**config.mk**
```make
export PLATFORM = sky130hd
export DESIGN_NAME = alu_issue_ctrl_flat
export DESIGN_NICKNAME = d
export VERILOG_FILES = /design/src/rtl/alu_issue_if.sv /design/src/rtl/alu_issue_ctrl.sv /design/src/flat_wrapper.sv
export SDC_FILE = /design/constraint.sdc
export NUM_CORES = 1
export LEC_CHECK = 0
export BUFFER_PORTS_ARGS = -buffer_cell sky130_fd_sc_hd__buf_2
export CAP_MARGIN = 5
export CELL_PAD_IN_SITES_DETAIL_PLACEMENT = 1
export CELL_PAD_IN_SITES_GLOBAL_PLACEMENT = 1
export CORE_MARGIN = 5
export CORE_UTILIZATION = 36
export DETAILED_ROUTE_END_ITERATION = 8
export PLACE_DENSITY_LB_ADDON = 0.08
export SLEW_MARGIN = 15
export SYNTH_ARGS = -nofsm -noshare
export SYNTH_HDL_FRONTEND = slang
export SYNTH_SLANG_ARGS = --single-unit
```
**constraint.sdc**
```tcl
create_clock -name clk -period 1.55 [get_ports clk]
set_input_delay 0.155 -clock clk [delete_from_list [all_inputs] [get_ports clk]]
set_output_delay 0.155 -clock clk [all_outputs]
set_load 0.01 [all_outputs]
```
**src/rtl/alu_issue_if.sv**
```systemverilog
// Request/result handshake bundle between an upstream issuer and alu_issue_ctrl.
interface alu_issue_if;
    logic        in_valid;
    logic        in_ready;
    logic [3:0]  in_op;
    logic [31:0] in_a;
    logic [31:0] in_b;
    logic        out_valid;
    logic        out_ready;
    logic [31:0] out_result;
    logic [3:0]  out_flags;
    logic        out_wb;
    logic        out_err;

    modport master (
        output in_valid, in_op, in_a, in_b, out_ready,
        input  in_ready, out_valid, out_result, out_flags, out_wb, out_err
    );

    modport slave (
        input  in_valid, in_op, in_a, in_b, out_ready,
        output in_ready, out_valid, out_result, out_flags, out_wb, out_err
    );
endinterface

```
**src/rtl/alu_issue_ctrl.sv**
```systemverilog
// Issue controller: registers one ALU request, drives an external ALU for one
// cycle, then holds the result and the {O,C,N,Z} flag register for downstream.
//
// state | meaning
// IDLE  | no op in flight, ready for a request
// EXEC  | ALU driven from registered op/operands, result captured at the edge
// HOLD  | result valid, waiting for out_ready
module alu_issue_ctrl #(
    parameter bit SHIFT_MASK = 1'b1
) (
    input  logic        clk,
    input  logic        rst_n,
    alu_issue_if.slave  io,
    output logic [31:0] alu_a,
    output logic [31:0] alu_b,
    output logic [2:0]  alu_opcode,
    output logic        alu_sub,
    output logic        alu_cin,
    input  logic [31:0] alu_result,
    input  logic [3:0]  alu_status
);
    localparam logic [3:0] OP_ADD  = 4'd0;
    localparam logic [3:0] OP_SUB  = 4'd1;
    localparam logic [3:0] OP_ADC  = 4'd2;
    localparam logic [3:0] OP_CMP  = 4'd3;
    localparam logic [3:0] OP_XOR  = 4'd4;
    localparam logic [3:0] OP_AND  = 4'd5;
    localparam logic [3:0] OP_OR   = 4'd6;
    localparam logic [3:0] OP_NOR  = 4'd7;
    localparam logic [3:0] OP_SLL  = 4'd8;
    localparam logic [3:0] OP_SRA  = 4'd9;
    localparam logic [3:0] OP_CLRF = 4'd10;

    typedef enum logic [1:0] {IDLE, EXEC, HOLD} state_t;

    state_t      state_q, state_d;
    logic [3:0]  op_q, op_d;
    logic [31:0] a_q, a_d;
    logic [31:0] b_q, b_d;
    logic [31:0] result_q, result_d;
    logic [3:0]  flags_q, flags_d;
    logic        wb_q, wb_d;
    logic        err_q, err_d;
    logic        valid_q, valid_d;

    logic        in_ready_w;
    logic        accept;
    logic [2:0]  dec_opcode;
    logic        dec_sub, dec_cin;
    logic        dec_arith, dec_logic, dec_clrf, dec_legal;

    assign in_ready_w    = rst_n && ((state_q == IDLE) || ((state_q == HOLD) && io.out_ready));
    assign accept        = io.in_valid && in_ready_w;
    assign io.in_ready   = in_ready_w;
    assign io.out_valid  = valid_q;
    assign io.out_result = result_q;
    assign io.out_flags  = flags_q;
    assign io.out_wb     = wb_q;
    assign io.out_err    = err_q;

    // ADC reads flags_q, which already holds the previous op's update.
    always_comb begin
        dec_opcode = 3'b000;
        dec_sub    = 1'b0;
        dec_cin    = 1'b0;
        dec_arith  = 1'b0;
        dec_logic  = 1'b0;
        dec_clrf   = 1'b0;
        case (op_q)
            OP_ADD:         dec_arith = 1'b1;
            OP_SUB, OP_CMP: begin dec_arith = 1'b1; dec_sub = 1'b1; end
            OP_ADC:         begin dec_arith = 1'b1; dec_cin = flags_q[2]; end
            OP_XOR:         begin dec_logic = 1'b1; dec_opcode = 3'b001; end
            OP_AND:         begin dec_logic = 1'b1; dec_opcode = 3'b010; end
            OP_OR:          begin dec_logic = 1'b1; dec_opcode = 3'b011; end
            OP_NOR:         begin dec_logic = 1'b1; dec_opcode = 3'b100; end
            OP_SLL:         begin dec_logic = 1'b1; dec_opcode = 3'b101; end
            OP_SRA:         begin dec_logic = 1'b1; dec_opcode = 3'b110; end
            OP_CLRF:        begin dec_clrf  = 1'b1; dec_opcode = 3'b111; end
            default:        dec_opcode = 3'b000;
        endcase
        dec_legal = dec_arith || dec_logic || dec_clrf;
    end

    always_comb begin
        alu_a      = '0;
        alu_b      = '0;
        alu_opcode = '0;
        alu_sub    = 1'b0;
        alu_cin    = 1'b0;
        if ((state_q == EXEC) && dec_legal) begin
            alu_a      = a_q;
            alu_b      = b_q;
            alu_opcode = dec_opcode;
            alu_sub    = dec_sub;
            alu_cin    = dec_cin;
            if (SHIFT_MASK && ((op_q == OP_SLL) || (op_q == OP_SRA))) begin
                alu_b = {27'd0, b_q[4:0]};
            end
        end
    end

    always_comb begin
        state_d  = state_q;
        op_d     = op_q;
        a_d      = a_q;
        b_d      = b_q;
        result_d = result_q;
        flags_d  = flags_q;
        wb_d     = wb_q;
        err_d    = err_q;
        case (state_q)
            IDLE: begin
                if (accept) state_d = EXEC;
            end
            EXEC: begin
                state_d  = HOLD;
                err_d    = !dec_legal;
                wb_d     = (dec_arith && (op_q != OP_CMP)) || dec_logic;
                result_d = (dec_arith || dec_logic) ? alu_result : 32'd0;
                if (dec_arith)      flags_d = alu_status;
                else if (dec_logic) flags_d = {flags_q[3:2], alu_status[1:0]};
                else if (dec_clrf)  flags_d = 4'b0000;
            end
            HOLD: begin
                if (io.out_ready) state_d = io.in_valid ? EXEC : IDLE;
            end
            default: state_d = IDLE;
        endcase
        if (accept) begin
            op_d = io.in_op;
            a_d  = io.in_a;
            b_d  = io.in_b;
        end
        valid_d = (state_d == HOLD);
    end

    always_ff @(posedge clk or negedge rst_n) begin
        if (!rst_n) begin
            state_q  <= IDLE;
            op_q     <= '0;
            a_q      <= '0;
            b_q      <= '0;
            result_q <= '0;
            flags_q  <= '0;
            wb_q     <= 1'b0;
            err_q    <= 1'b0;
            valid_q  <= 1'b0;
        end else begin
            state_q  <= state_d;
            op_q     <= op_d;
            a_q      <= a_d;
            b_q      <= b_d;
            result_q <= result_d;
            flags_q  <= flags_d;
            wb_q     <= wb_d;
            err_q    <= err_d;
            valid_q  <= valid_d;
        end
    end
endmodule

```
**src/flat_wrapper.sv**
```systemverilog
// flat-port wrapper written by rule: the top's interface ports become plain ports
module alu_issue_ctrl_flat 
#(
    parameter bit SHIFT_MASK = 1'b1
)
  (clk, rst_n, alu_a, alu_b, alu_opcode, alu_sub, alu_cin, alu_result, alu_status, io_in_valid, io_in_op, io_in_a, io_in_b, io_out_ready, io_in_ready, io_out_valid, io_out_result, io_out_flags, io_out_wb, io_out_err);
  alu_issue_if io_i ();
  input  logic clk;
  input  logic rst_n;
  output logic [31:0] alu_a;
  output logic [31:0] alu_b;
  output logic [2:0] alu_opcode;
  output logic alu_sub;
  output logic alu_cin;
  input  logic [31:0] alu_result;
  input  logic [3:0] alu_status;
  input wire logic [$bits(io_i.in_valid)-1:0] io_in_valid;
  input wire logic [$bits(io_i.in_op)-1:0] io_in_op;
  input wire logic [$bits(io_i.in_a)-1:0] io_in_a;
  input wire logic [$bits(io_i.in_b)-1:0] io_in_b;
  input wire logic [$bits(io_i.out_ready)-1:0] io_out_ready;
  output wire logic [$bits(io_i.in_ready)-1:0] io_in_ready;
  output wire logic [$bits(io_i.out_valid)-1:0] io_out_valid;
  output wire logic [$bits(io_i.out_result)-1:0] io_out_result;
  output wire logic [$bits(io_i.out_flags)-1:0] io_out_flags;
  output wire logic [$bits(io_i.out_wb)-1:0] io_out_wb;
  output wire logic [$bits(io_i.out_err)-1:0] io_out_err;
  assign io_i.in_valid = io_in_valid;
  assign io_i.in_op = io_in_op;
  assign io_i.in_a = io_in_a;
  assign io_i.in_b = io_in_b;
  assign io_i.out_ready = io_out_ready;
  assign io_in_ready = io_i.in_ready;
  assign io_out_valid = io_i.out_valid;
  assign io_out_result = io_i.out_result;
  assign io_out_flags = io_i.out_flags;
  assign io_out_wb = io_i.out_wb;
  assign io_out_err = io_i.out_err;
  alu_issue_ctrl #(.SHIFT_MASK(SHIFT_MASK)) u_core (.clk(clk), .rst_n(rst_n), .io(io_i), .alu_a(alu_a), .alu_b(alu_b), .alu_opcode(alu_opcode), .alu_sub(alu_sub), .alu_cin(alu_cin), .alu_result(alu_result), .alu_status(alu_status));
endmodule
```
== Yosys cells after proc, flatten, opt, wreduce, memory -nomap -nowiden ==
Index checks and enable logic that the tools add are counted.

* Word-level logic and storage cells: 65
* Bits of input ports: 108
* Register bits: 109
* Output and inout bits: 109

* Reductions and logical operators: 20
* Multiplexer cells: 20
* Equal/unequal tests: 15

{| class="wikitable"
|+ Operator list
! operator !! count
|-
| 32-bit two-way mux || 4
|-
| 3-bit one-hot mux with 7 select lines || 1
|-
| 4-bit by 3-bit equality test with 1-bit output, second input constant || 4
|-
| 4-bit equality test, second input constant || 3
|-
| 4-bit two-way mux || 3
|-
| 4-bit by 2-bit equality test with 1-bit output, second input constant || 2
|-
| 1-bit two-way mux || 8
|-
| 2-bit one-hot mux with 3 select lines || 1
|-
| 6-bit OR reduction || 1
|-
| 1-bit logical AND || 5
|-
| 1-bit logical OR || 5
|-
| 2-bit equality test, second input constant || 2
|-
| 4-bit by 1-bit equality test with 1-bit output, second input constant || 1
|-
| 4-bit zero test || 1
|-
| 2-bit two-way mux || 2
|-
| 4-bit by 2-bit inequality test with 1-bit output, second input constant || 1
|-
| 4-bit OR reduction || 1
|-
| 3-bit two-way mux || 1
|-
| 3-bit AND reduction || 1
|-
| 3-bit nonzero test || 1
|-
| 2-bit by 1-bit equality test with 1-bit output, second input constant || 1
|-
| 2-bit zero test || 1
|-
| 2-bit by 1-bit inequality test with 1-bit output, second input constant || 1
|-
| 2-bit AND reduction || 1
|-
| other kinds (3) || 3
|}

== Logic depth before layout (Yosys ltp) ==
Gate-level depths: netlist of the first run.

* Depth in word-level cells: 8
* Mapped depth: 6
* Depth with buffers taken out: 3

== Worst setup path after synthesis of the first run ==
Ideal clock, no wire load.

* Path kind: flip-flop to output port
* Start point: register u_core.op_q[1]
* End point: output alu_b[11]
* Required time: 1.395 ns
* Stages on the path, launching flop included: 6
* Data arrival time: 1.347 ns
* Path slack: 0.048 ns
* Path buffers: 2
* Cells stage by stage: dfrtp_1 buf_4 or3b_4 a21oi_4 buf_6 and2_1

* Cells in the longest elaborated chain, start to end: 7
* Elaborated cells on any way between the ends: 22
* Those cells by class: 10 x eq/ne; 5 x mux; 7 x reduce/logical

{| class="wikitable"
|+ Ends and longest elaborated chain
! item !! line !! source
|-
| from (decl) || alu_issue_ctrl.sv:37 || <nowiki>logic [3:0] op_q, op_d;</nowiki>
|-
| from (signal assigned) || alu_issue_ctrl.sv:151 || <nowiki>op_q <= op_d;</nowiki>
|-
| 4-bit by 3-bit equality test with 1-bit output, or another cell as far along || alu_issue_ctrl.sv:69 || <nowiki>case (op_q)</nowiki>
|-
| 6-bit OR reduction (no line) / 4-bit OR reduction (equally long branches) || n/a ||
|-
| 1-bit two-way mux || alu_issue_ctrl.sv:69 ||
|-
| 1-bit logical OR (2 in series) || alu_issue_ctrl.sv:82 || <nowiki>dec_legal = dec_arith || dec_logic || dec_clrf;</nowiki>
|-
| 1-bit logical AND || alu_issue_ctrl.sv:91 || <nowiki>if ((state_q == EXEC) && dec_legal) begin</nowiki>
|-
| 32-bit two-way mux (*) || alu_issue_ctrl.sv:91 ||
|-
| to (decl) || flat_wrapper.sv:11 || <nowiki>output logic [31:0] alu_b;</nowiki>
|}

Every way passes the cells marked *; elsewhere a longest branch is shown, timed or not.

== Worst setup path after layout of the first run ==
* Start point: register u_core.op_q[0]
* End point: output alu_b[24]

The elaborated chain is that of the path after synthesis.

==> results of run 1 <==
[cells by family after synthesis]
group           Yosys count  synth area share [%]
mux                      71                  17.2
xor+xnor                  2                 0.379
simple gates             85                  11.5
compound gates           45                  8.17
buf+inv                  29                  3.76
flops                   109                  59.0
[metal layers]
metal	vias up	global-route usage, %	routed length [um]
li1	1669	-	-
met4	4	6.99	251
met1	1736	22.1	5640
met2	130	27.4	6540
met5	-	0	14
met3	19	6.36	1250
[metrics by stage]
| stage | TNS, ns | area (um^2) | hold WS (ns) |
|---|---|---|---|
| 2_1_floorplan | 0 | 4630 | -0.141 |
| 3_3_place_gp | -0.0490 | 5990 | 0.274 |
| 3_5_place_dp | -0.0972 | 5990 | 0.270 |
| 4_1_cts | -22.40 | 6720 | 0.000953 |
| 5_1_grt | -27.28 | 7030 | 0.00528 |
| 6_report | -22.21 | 7030 | 0.0187 |
[area by class of cell]
| cell class | count | area (um^2) | share of cell area, % |
|---|---|---|---|
| Sequential cell | 109 | 2730 | 38.8 |
| Timing Repair Buffer | 259 | 1910 | 27.2 |
| Multi-Input combinational cell | 203 | 1880 | 26.8 |
| Clock buffer | 13 | 260 | 3.70 |
| Tap cell | 172 | 215 | 3.06 |
| Clock inverter | 3 | 20.0 | 0.285 |
| Inverter | 3 | 11.3 | 0.160 |
[power groups by stage]
stage	sequential [mW]	combinational, mW	clock [mW]
2_1_floorplan	4.28	1.34	0
3_5_place_dp	4.18	2.63	0
5_1_grt	4.29	3.36	2.42
6_report	4.18	3.09	2.20
3_3_place_gp	4.15	2.57	0
4_1_cts	4.16	2.94	2.29
[state kept, by name (all words and copies together) (netlist names)]
name	cells
u_core.a_q	32
u_core.b_q	32
u_core.io.out_result	32
u_core.io.out_flags	4
u_core.op_q	4
u_core.state_q	2
u_core.io.out_err	1
u_core.io.out_valid	1
u_core.io.out_wb	1
[path summary, 6_finish.rpt]
path | end | slack [ns]
hold reg to reg | u_core.io.out_wb | 0.49
min in group asynchronous | u_core.state_q[0] | 0.46
setup reg to reg | u_core.io.out_flags[3] | 0.03
setup / recovery | alu_b[24] | -0.41
max in group asynchronous | u_core.op_q[3] | 0.48
hold / removal | u_core.io.out_result[2] | 0.02
[repair_timing]
item | 4_1_cts | 5_1_grt
hold endpoints to repair | 31 | 0
hold buffers | 2 | 0
pin swaps | 25 | 18
resized for setup | 60 | 60
cloned | 4 | 4
setup buffers | 11 | 3
setup endpoints to repair | 70 | 144
[layout by cell type, fill, tap and decap left out, drive strengths merged, types with 2 or more instances in the layout]
master / instances
a21oi: 4
a22o: 34
and2: 65
buf: 256
clkbuf: 15
clkinvlp: 2
dfrtp: 109
inv: 3
mux2: 68
mux2i: 3
nand2: 5
nand2b: 3
nand4b: 2
nor2b: 2
nor3b: 3
o21ai: 4
xnor2: 2
==> results.txt, run 1 <==
The run finished, with violations left. The checks that failed: negative setup slack. The first element of the critical path is u_core.op_q[0].

The share of flip-flops with an asynchronous set or reset came out at 100%. After legalization and detailed placement, the total HPWL measured 9050 um. The relative contribution of the clock network to total power is 23.2%.

The transition time of the tightest slew-check pin is 0.728 ns. The number of CTS-inserted buffers is 9. The critical path arrival came out at 1.80 ns. The mapped netlist covers 4630 um^2. After synthesis the netlist holds a flip-flop and latch count of 109.

After global routing the overflow that remains totals 0. The residual antenna-violating net count after detailed routing is 0. The total setup violations reported at the end of the flow is 69.

The total global routing track utilization is 17.5%. The worst clock skew on the final layout is 0.00732 ns. Traced cell by cell, the critical path runs through or3b_4 -> a21oi_4 -> buf_12 -> and2_1 -> buf_2. The routed layout has 3558 vias.

The TritonCTS clock tree is done. IR analysis of the VDD net gives a maximum drop of 879 uV. The synthesized netlist contains 29 unique library cells. The clock slew seen by the registers of the worst setup and hold paths came out at 0.07 ns. Summed over its instances, the top area cell type makes up 59.0% of the synthesized netlist area. Measured against its own limit, the worst slew margin works out to 51.4%. The mean area per synthesized cell came out at 13.6 um^2. The number of violations of the max-capacitance limit came out at 0.

The number of antenna violations at the first check in global routing is 2. The overall die width came out at 123 um. Pin placement for this block handled 217 I/O pins.

The insertion delay to the later sink of the worst-skew pair came out at 0.35 ns. The number of buffers and inverters on the critical path is 2. At the worst endpoint, the required time is 1.39 ns.

For the worst flop-to-flop path, the logic depth is 6. The number of non-filler instances in the completed layout is 762. The floorplan step defined a core boundary enclosing 12600 um^2.

STA classifies the critical path endpoint as an output pin. The layout cell share with drive strength beyond 1 came out at 66.3%. The critical-path maximum fanout came out at 27. In this run the most critical hold path is launched from alu_result[2].

Wires add up to 13700 um. The number of enable flip-flop cells after synthesis came out at 0. The number of search-and-repair iterations in the first detailed-routing pass came out at 4.

After detailed routing, the number of remaining DRC violations is 0. For this run, the top clock speed supported by timing is 511 MHz. The number of inserted filler cells in the final layout is 1356.

The commonest cells after synthesis are 109 x dfrtp_1, 65 x and2_1, 65 x mux2_2, 34 x a22o_1, 10 x buf_2. The post-route clock period utilization is 126%. The worst hold path was traced through 2 stages.

The smallest clock period supported by the final layout is computed as 1.96 ns. The switching fraction of total power is 29.7%. The average vias per placed instance is 4.67. After layout, the worst setup slack is -0.407 ns. From synthesis to final layout, the design area changed by 51.9%. Cell internal power was estimated by the tool at 6.65 mW. The sequential share of the synthesized area came out at 59.0%. The completed layout was analyzed and its total power is 9.46 mW. The final-stage net count is 693.

The critical path is of the flip-flop to output pin type. The die covers 15200 um^2. On the critical path the largest part of the delay comes from simple AND/OR/NAND/NOR gates. The number of inserted diodes came out at 0. Of the total power, registers draw 44.1%.

Counting every instance in the synthesized netlist gives 341. After detailed routing, the average wire length per cell comes to 18.0 um. STA classifies the critical path startpoint as a flip-flop.

The count of buffers added on input and output ports is 216. Setup repair after global routing could not meet its margin everywhere. Once the floorplan was initialized, standard cells occupied 36.7% of the core. The number of cell rows is 41. Yosys instantiated no cell more often than dfrtp_1. The combinational share of power came out at 32.7%. The maximum number of pins on one net before global-route repair is 79. The post-layout utilization of the core came out at 55.7%. The clock root buffer is clkbuf_16.

During synthesis, Yosys emitted a total of 0 warnings. The cell leakage power is 3.53 nW. The DRC violation total after the first TritonRoute iteration is 142.

OpenSTA, run right after detailed placement, puts the worst setup slack at -0.0169 ns. For this run, the leading register cell type out of synthesis is dfrtp_1. The net switching component of the power is 2.81 mW. On the worst path, the slowest cell contributes a delay of 0.42 ns.

The final weighted congestion of routability-driven global placement came out at 0.731. The number of H-tree levels came out at 3. The via count of the first global-routing pass is 3886. Of all cell types, the one taking the most synthesized area is dfrtp_1. Dividing total power by cell area gives a power density of 1350 nW/um^2.

The clock sink count is 109. The critical path depth came out at 5. Synthesis produced a netlist with a net count of 449. The standard cell with the maximum stage delay on the critical path is dfrtp_1. The count of final max-slew check failures is 0. The worst hold path belongs to the class input pin to flip-flop.

The startpoint of the lowest-slack register-to-register path is u_core.op_q[0]. By area the synthesized netlist is led by dfrtp_1 59%, mux2_2 16%, and2_1 8.8%. The clock passes through at most 2 buffers. The number of failing hold endpoints at the final stage is 0. In this run the vertical extent of the chip is 123 um.

In this run, placement finished with an instance count of 724. The first-pass GRT wire length came out at 20300 um.
Power figures use the tool's default switching activity.
==> run 2, diff against run 1 <==
==> constraint.sdc (replaced) <==
create_clock -name clk -period 1.55 [get_ports clk]
set_input_delay 0 -clock clk [delete_from_list [all_inputs] [get_ports clk]]
set_output_delay 0 -clock clk [all_outputs]
set_load 0.01 [all_outputs]
==> run 2 against run 1 <==
The flow finishes with violations (negative hold slack, negative setup slack). Sequential power rose by 2%. Clock-buffer cell count shrank 2. Utilization grew 10 points. Combinational power increased by 15%. Setup slack better by 0.069 ns. Wire length grew 29%. Clock skew about the same. Clock power rose by 6%. Register-to-register slack lost 0.05 ns. Via count is 16% higher. Die area is the same.
==> results.txt, run 2 (same netlist as run 1, synthesis figures left out) <==
The setup slack of the critical path after layout is -0.338 ns (+0.0691 ns). The maximum buffer depth of the clock tree came out at 2 (unchanged). Tracing the worst setup path back leads to its startpoint at u_core.op_q[2].

The worst setup path is launched from a flip-flop. The overall die width is 123 um (unchanged). The startpoint of the lowest-slack register-to-register path is u_core.state_q[1].

The number of DRC violations after detailed routing came out at 0 (unchanged). The data required time of the worst path came out at 1.55 ns (+0.16 ns). The post-layout minimum cycle time came out at 1.89 ns (-0.0691 ns). The cell leakage power was 4.07 nW (+15%). The total wire length after detailed routing came out at 17700 um (+29%).

The vias after detailed routing came to 4123 (+16%). The top cell types in the final layout, fill and taps aside, are 153 x buf_2, 108 x dfrtp_1, 105 x dlygate4sd3_1, 73 x buf_6, 64 x mux2_2. The number of cell rows came out at 41 (unchanged). The number of CTS-inserted buffers came out at 9 (unchanged).

The final weighted congestion of routability-driven global placement is 0.734 (+0.34%). Clock tree synthesis selected as its root buffer the cell clkbuf_16. The power density over the cells is 1220 nW/um^2 (-9.3%).

The checks that failed: negative hold slack, negative setup slack. The critical path arrival is 1.89 ns (+0.09 ns). The library cell used most frequently in the layout, excluding fill and tap cells, is buf_2.

The worst setup slack for register-to-register paths came out at -0.02 ns (-0.05 ns). The sum of negative setup slack was -13.55 ns (+8.67 ns). The total setup violations reported at the end of the flow is 78 (+13%). The final HPWL from detailed placement is 9150 um (+1.1%). The number of violations of the max-capacitance limit is 0 (unchanged).

The DRC violation total after the first TritonRoute iteration is 141 (-0.70%). The number of H-tree levels is 3 (unchanged). The number of primary I/O pins is 217 (unchanged).

The clock sink count came out at 109 (unchanged). The number of search-and-repair iterations in the first detailed-routing pass came to 4 (unchanged). TritonCTS built the clock tree. The number of failing hold endpoints at the final stage came out at 109 (+109). The residual antenna-violating net count after detailed routing is 0 (unchanged). The transition time of the tightest slew-check pin is 0.600 ns (-0.128 ns). The post-route clock period utilization came out at 122% (-4.5 points). The count of final max-slew check failures was 0 (unchanged). The worst slew margin relative to its limit came to 60.0% (+8.5 points). The overflow left after global routing is 0 (unchanged). The final hold slack is -0.228 ns (-0.247 ns). The run finished, with violations left. The number of antenna violations at the first check in global routing came out at 1 (-1). The final-stage net count is 802 (+16%). The placeable core area is 12600 um^2 (unchanged). The number of inserted filler cells in the final layout came out at 1278 (-5.8%). The worst clock skew on the final layout is 0.00727 ns (-0.0000567 ns). The number of hold buffers added after cts is 105 (+103). STA classifies the critical path endpoint as an output pin. The height of the die is 123 um (unchanged). The critical path goes through or3b_4 -> a21oi_4 -> buf_12 -> buf_6 -> and2_1 -> buf_2. Setup repair after global routing could not meet its margin everywhere. The average vias per placed instance was 4.74 (+1.6%).

The total global routing track utilization is 20.3% (+2.8 points). The initial cell density of the core is 36.7% (unchanged). The number of buffer cells added on primary ports is 216 (unchanged). The largest vdd supply drop came out at 789 uV (-10%).

The total power consumption of the routed design came to 10.1 mW (+7.2%). The routed wirelength normalized by instance count came out at 20.4 um (+14%). The maximum clock frequency is 530 MHz (+3.7%). The insertion delay to the later sink of the worst-skew pair is 0.34 ns (about the same). The post-layout utilization of the core is 65.9% (+10 points). The layout overhead on the synthesized area came out at 79.7%. The clock slew seen by the registers of the worst setup and hold paths came out at 0.07 ns (about the same).

The first-pass GRT wire length came out at 24100 um (+19%). The maximum number of pins on one net before global-route repair is 112 (+42%). The die area came to 15200 um^2 (unchanged). The layout cell share with drive strength beyond 1 came to 59.6% (-6.6 points). The tightest min-delay check is of the input pin to async pin type.

The via count of the first global-routing pass is 4651 (+20%). The kind of critical path is flip-flop to output pin. The critical-path maximum fanout is 6 (-78%). The standard cell with the maximum stage delay on the critical path is dfrtp_1. The stage delay of the slowest cell on the critical path is 0.43 ns (about the same).
## run 2: cell types whose count changed in the layout (fill, tap and decap cells not counted), moves of 2 or more
cell and change:
nand2_2 -2, clkbuf_1 -2, buf_12 +2, nand2_1 +2, mux2_4 +2, and2_4 +20
and2_1 -20, buf_4 +7, dlygate4sd3_1 +104, clkbuf_16 +3, buf_16 -3, buf_2 -20
clkinvlp_4 -2, buf_6 +17
## run 2: final timing paths
check                                    end  cells after the start
max                                alu_b[12]                      6
min                           u_core.b_q[15]                      2
max reg2reg                   u_core.a_q[19]                      6
min reg2reg                 u_core.io.out_wb                      2
max in group asynchronous      u_core.a_q[2]                      2
min in group clk           u_core.state_q[0]                      3
## run 2: critical path, delay by kind of cell, from the launching register on
family / cells / cell delay (ns)
DFF: 1 / 0.43
and+or+nand+nor: 2 / 0.56
AOI/OAI and AO/OA: 1 / 0.15
buffers and inverters: 3 / 0.40
## run 2: what timing repair did
item / 4_1_cts / 5_1_grt
setup endpoints to repair: 68 / 159
buffers inserted: 13 / 8
cloned: 4 / 8
hold endpoints to repair: 214 / 109
resized for setup: 71 / 90
pin swaps: 36 / 32
## run 2: metrics by stage
step / hold WS [ns] / cells / setup WS (ns) / area (um^2)
floorplan: -0.296 / 341 / 0.139 / 4630
global placement: 0.181 / 721 / 0.113 / 5980
detailed placement: 0.174 / 721 / 0.0729 / 5980
CTS: -0.203 / 856 / -0.257 / 7750
global route: -0.177 / 869 / -0.391 / 8310
finish: -0.228 / 869 / -0.338 / 8310
## run 2: layer usage
layer | track usage (%) | vias up | share of wire (%)
met1 | 23.9 | 2068 | 39
met5 | 0 | - | 0
met3 | 5.03 | 20 | 6.1
li1 | - | 1880 | -
met4 | 7.54 | 0 | 1.9
met2 | 35.8 | 155 | 53
## run 2: cell type report
| type | count | area, um^2 | area share, % |
|---|---|---|---|
| sequential | 109 | 2730 | 32.8 |
| clock buffer | 11 | 253 | 3.04 |
| tap | 172 | 215 | 2.59 |
| clock inverter | 2 | 35.0 | 0.421 |
| multi-input combinational | 203 | 1960 | 23.5 |
| antenna | 1 | 2.50 | 0.0301 |
| inverter | 3 | 11.3 | 0.135 |
| timing repair buffer | 368 | 3110 | 37.4 |
## run 2: power by group
group	total, mW	leakage, nW	switching [mW]	internal, mW
Sequential	4.26	1.32	0.551	3.71
Clock	2.33	0.143	1.02	1.31
Combinational	3.56	2.61	1.50	2.05
Total	10.1	4.07	3.07	7.08
==> run 3, diff against run 2 <==
Settings changed: ABC_AREA set to 1, CORE_UTILIZATION 36 to 34, CTS_BUF_LIST set to sky130_fd_sc_hd__clkbuf_8.
==> run 3 against run 2 <==
The run ends with negative setup slack left. Non-clock buffer count is 17 lower. Cell area is 5.9% lower. Final cell count grew 33%. Synthesized cell count increased by 87%. Critical path type unchanged. Power rose by 1.2%. Sequential power up 4%. Fmax up 7.7%.
==> results.txt, run 3 <==
The flow ran to the end, but the final reports show violations. The checks that failed: negative setup slack. The vias after detailed routing was 5325 (+29%). The met3 global-route usage is 3.58% (-1.5 points).

The synthesized area is 4960 um^2 (+7.2%). The number of DRC violations after detailed routing was 0 (unchanged). The combinational share of power came to 40.9% (+5.9 points). The overall die width was 131 um (+6.0%). The height of the die is 131 um (+6.0%). The synthesized net count is 747 (+66%). The share of synthesized area spent on multiplexers came out at 0% (-17 points). The worst clock skew on the final layout is 0.0118 ns (+0.00454 ns). The share of the synthesized area in the top cell type is 55.0% (-3.9 points). The sum of negative setup slack came to -10.22 ns (+3.33 ns). The cell leakage power was 4.44 nW (+8.9%). The TritonCTS clock tree is done. The mean area per synthesized cell is 7.76 um^2 (-43%).

The insertion delay to the later sink of the worst-skew pair came to 0.37 ns (+0.03 ns). The worst setup path is captured at an output pin. The complex-gate fraction of the synthesized area is 1.49% (-6.7 points). The part of the power in registers came out at 43.3% (+1.3 points). The relative contribution of the clock network to total power was 15.8% (-7.2 points). The clock sink count is 109 (unchanged). The number of antenna violations at the first check in global routing was 0 (-1). The number of different library cells in the post-synthesis netlist came to 21 (-28%). The combined buffer and inverter count along the critical path is 2 (-1). The most common cell after layout, fill and taps aside is nand2_1. The final weighted congestion of routability-driven global placement came out at 0.836 (+14%). The total power consumption of the routed design is 10.3 mW (+1.2%). The worst setup slack for register-to-register paths is 0.09 ns (+0.11 ns). The final HPWL from detailed placement is 11000 um (+20%). The gate count of the mapped netlist is 639 (+87%). The first-pass GRT wire length came out at 28400 um (+18%). The die area is 17100 um^2 (+12%). The biggest area contributor in the post-synthesis netlist is dfrtp_1. The met2 track demand over resource came out at 38.7% (+2.9 points). The number of storage elements in the synthesis netlist is 109 (unchanged). The initial cell density of the core came out at 34.4% (-2.3 points).

The stage delay of the slowest cell on the critical path came out at 0.46 ns (+0.03 ns). The internal power of the cells came to 6.27 mW (-11%). The post-route clock period utilization came out at 113% (-8.7 points).

The power density over the cells is 1310 nW/um^2 (+7.5%). The net switching component of the power came out at 3.99 mW (+30%). The data required time of the worst path is 1.55 ns (about the same). The total global routing track utilization was 21.1% (+0.75 points).

The clock slew seen by the registers of the worst setup and hold paths was 0.10 ns (+0.03 ns). The dominant synthesized flop cell is dfrtp_1. The maximum clock frequency is 570 MHz (+7.7%). The number of search-and-repair iterations in the first detailed-routing pass is 4 (unchanged). The sequential share of the synthesized area came out at 55.0% (-3.9 points).

The area fraction in and, or, nand and nor cells after synthesis came out at 35.8% (+24 points). The total setup violations reported at the end of the flow is 68 (-13%). The transition time of the tightest slew-check pin came out at 0.627 ns (+0.0265 ns). The share of flip-flops with an asynchronous set or reset was 100% (unchanged). The worst setup path is of the flip-flop to output pin kind. From synthesis to final layout, the design area changed by 57.8%. The largest individual stage delay along the critical path comes from the cell dfrtp_2. The overflow left after global routing came to 0 (unchanged).

The post-synthesis adder-cell area fraction is 0% (unchanged). The worst slew margin relative to its limit was 58.2% (-1.8 points). The number of violations of the max-capacitance limit was 0 (unchanged). Grouping stages by cell kind, the critical path spends the most delay in simple AND/OR/NAND/NOR gates. The number of primary I/O pins is 217 (unchanged). The switching fraction of total power is 38.9% (+8.6 points). The number of failing hold endpoints at the final stage is 0 (-100%). The most common cell in the synthesized netlist is nand2_1. The maximum number of pins on one net before global-route repair is 110 (-1.8%).

The number of enable flip-flop cells after synthesis came out at 0 (unchanged). The placeable core area came out at 14400 um^2 (+14%). The final-stage net count came out at 1075 (+34%). By area, the combinational part of the netlist is dominated by simple AND/OR/NAND/NOR gates. Setup repair after global routing could not meet its margin everywhere.

The maximum buffer depth of the clock tree came to 2 (unchanged). The number of H-tree levels came to 3 (unchanged). The count of final max-slew check failures is 0 (unchanged). The global routing met1 resource utilization was 24.4% (+0.54 points). The global routing's busiest layer is met2.

The critical path arrival came to 1.75 ns (-0.14 ns). The worst setup slack before clock tree synthesis came out at 0.125 ns (+0.0521 ns). The synthesis warning total was 0 (unchanged).

In this run the clock root is driven by a clkbuf_8. The layout cell share with drive strength beyond 1 came out at 30.1% (-29 points). In this run the worst hold path is classified as input pin to async pin. Counting instances in the post-synthesis netlist gives the leading cell types as 316 x nand2_1, 109 x dfrtp_1, 61 x nor2_1, 49 x inv_1, 36 x nand3_1. The residual antenna-violating net count after detailed routing came to 0 (unchanged). The total wire length after detailed routing was 18400 um (+4.0%). The number of cell rows came out at 44 (+7.3%). The critical path goes through nor2_4 -> nand2_2 -> nand2_4 -> nand2_8 -> buf_16 -> nor2_1 -> buf_2. The via count of the first global-routing pass is 5817 (+25%). The post-layout minimum cycle time came out at 1.75 ns (-0.134 ns).

The critical-path maximum fanout came out at 29 (+23). The routed wirelength normalized by instance count is 15.9 um (-22%). Leaving out fill and tap cells, the most frequent cells in the layout are 315 x nand2_1, 206 x buf_2, 107 x dlygate4sd3_1, 106 x dfrtp_1, 52 x nor2_1. The number of buffer cells added on primary ports came out at 216 (unchanged). The xor and xnor fraction of the mapped netlist area came to 0% (-0.38 points).

The largest vdd supply drop came out at 527 uV (-33%). The worst setup path is launched from a flip-flop. The setup slack of the critical path after layout is -0.204 ns (+0.134 ns). The post-layout utilization of the core is 54.2% (-12 points). The average vias per placed instance is 4.60 (-3.0%). The DRC violation total after the first TritonRoute iteration came out at 232 (+65%). Yosys attributes the largest share of cell area to dfrtp_1 55%, nand2_1 24%, nor2_1 4.6%.

The number of CTS-inserted buffers came out at 9 (unchanged).
## run 3: final timing paths
check | from | end | cells past startpoint
worst max-delay path | u_core.op_q[2] | alu_a[10] | 7
worst min-delay path | rst_n | u_core.io.out_result[22] | 3
worst max register to register | u_core.op_q[1] | u_core.io.out_flags[0] | 8
worst min register to register | u_core.io.out_flags[0] | u_core.io.out_flags[0] | 2
max in group asynchronous | rst_n | u_core.io.out_result[0] | 3
min in group clk | io_in_b[15] | u_core.b_q[15] | 4
## run 3: cell type report
cell class,count,area [um^2]
fill,1794,6600
sequential,109,2730
timing repair buffer,351,2580
multi-input combinational,444,1910
tap,184,230
inverter,52,195
clock buffer,11,151
clock inverter,5,26.3
antenna,1,2.50
## run 3: per-layer routing
| metal | up-vias | share of wire, % |
|---|---|---|
| met1 | 2568 | 40 |
| met3 | 31 | 6.0 |
| met2 | 170 | 52 |
| met5 | - | 0 |
| met4 | 0 | 2.4 |
| li1 | 2556 | - |
## run 3: per-stage QoR
step | hold WS [ns] | instances | cell area [um^2]
after floorplan | -0.296 | 639 | 4960
after global placement | 0.191 | 1021 | 6300
after detailed placement | 0.179 | 1021 | 6300
after CTS | 0.320 | 1151 | 7720
after global routing | 0.348 | 1156 | 7820
final | 0.256 | 1157 | 7820
## run 3: power by group through the flow
stage,sequential [mW],clock (mW),combinational [mW]
after floorplan,4.62,0,1.92
after global placement,4.42,0,3.58
after detailed placement,4.49,0,3.68
after CTS,4.44,1.71,4.09
after global routing,4.56,1.81,4.69
final,4.45,1.63,4.20
## run 3: repair_timing
item	CTS	global route
hold buffers	107	0
setup buffers	6	3
endpoints found under the hold margin	216	0
cloned	1	2
gates resized for setup	23	8
endpoints found under the setup margin	69	70
pin swaps	1	3
## run 3: kinds of logic after synthesis
logic type	Yosys count
AND/OR/NAND/NOR	431
flip-flops	109
AO/OA/AOI/OAI	13
buffers and inverters	86
## run 3: worst register-to-register path: stages, from the launching register on
cell and delay [ns]:
dfrtp_1 0.42, buf_4 0.15, buf_4 0.14, o21ai_4 0.17
buf_12 0.20, nand2_1 0.10, inv_1 0.06, nand3_1 0.07
nand2_1 0.07
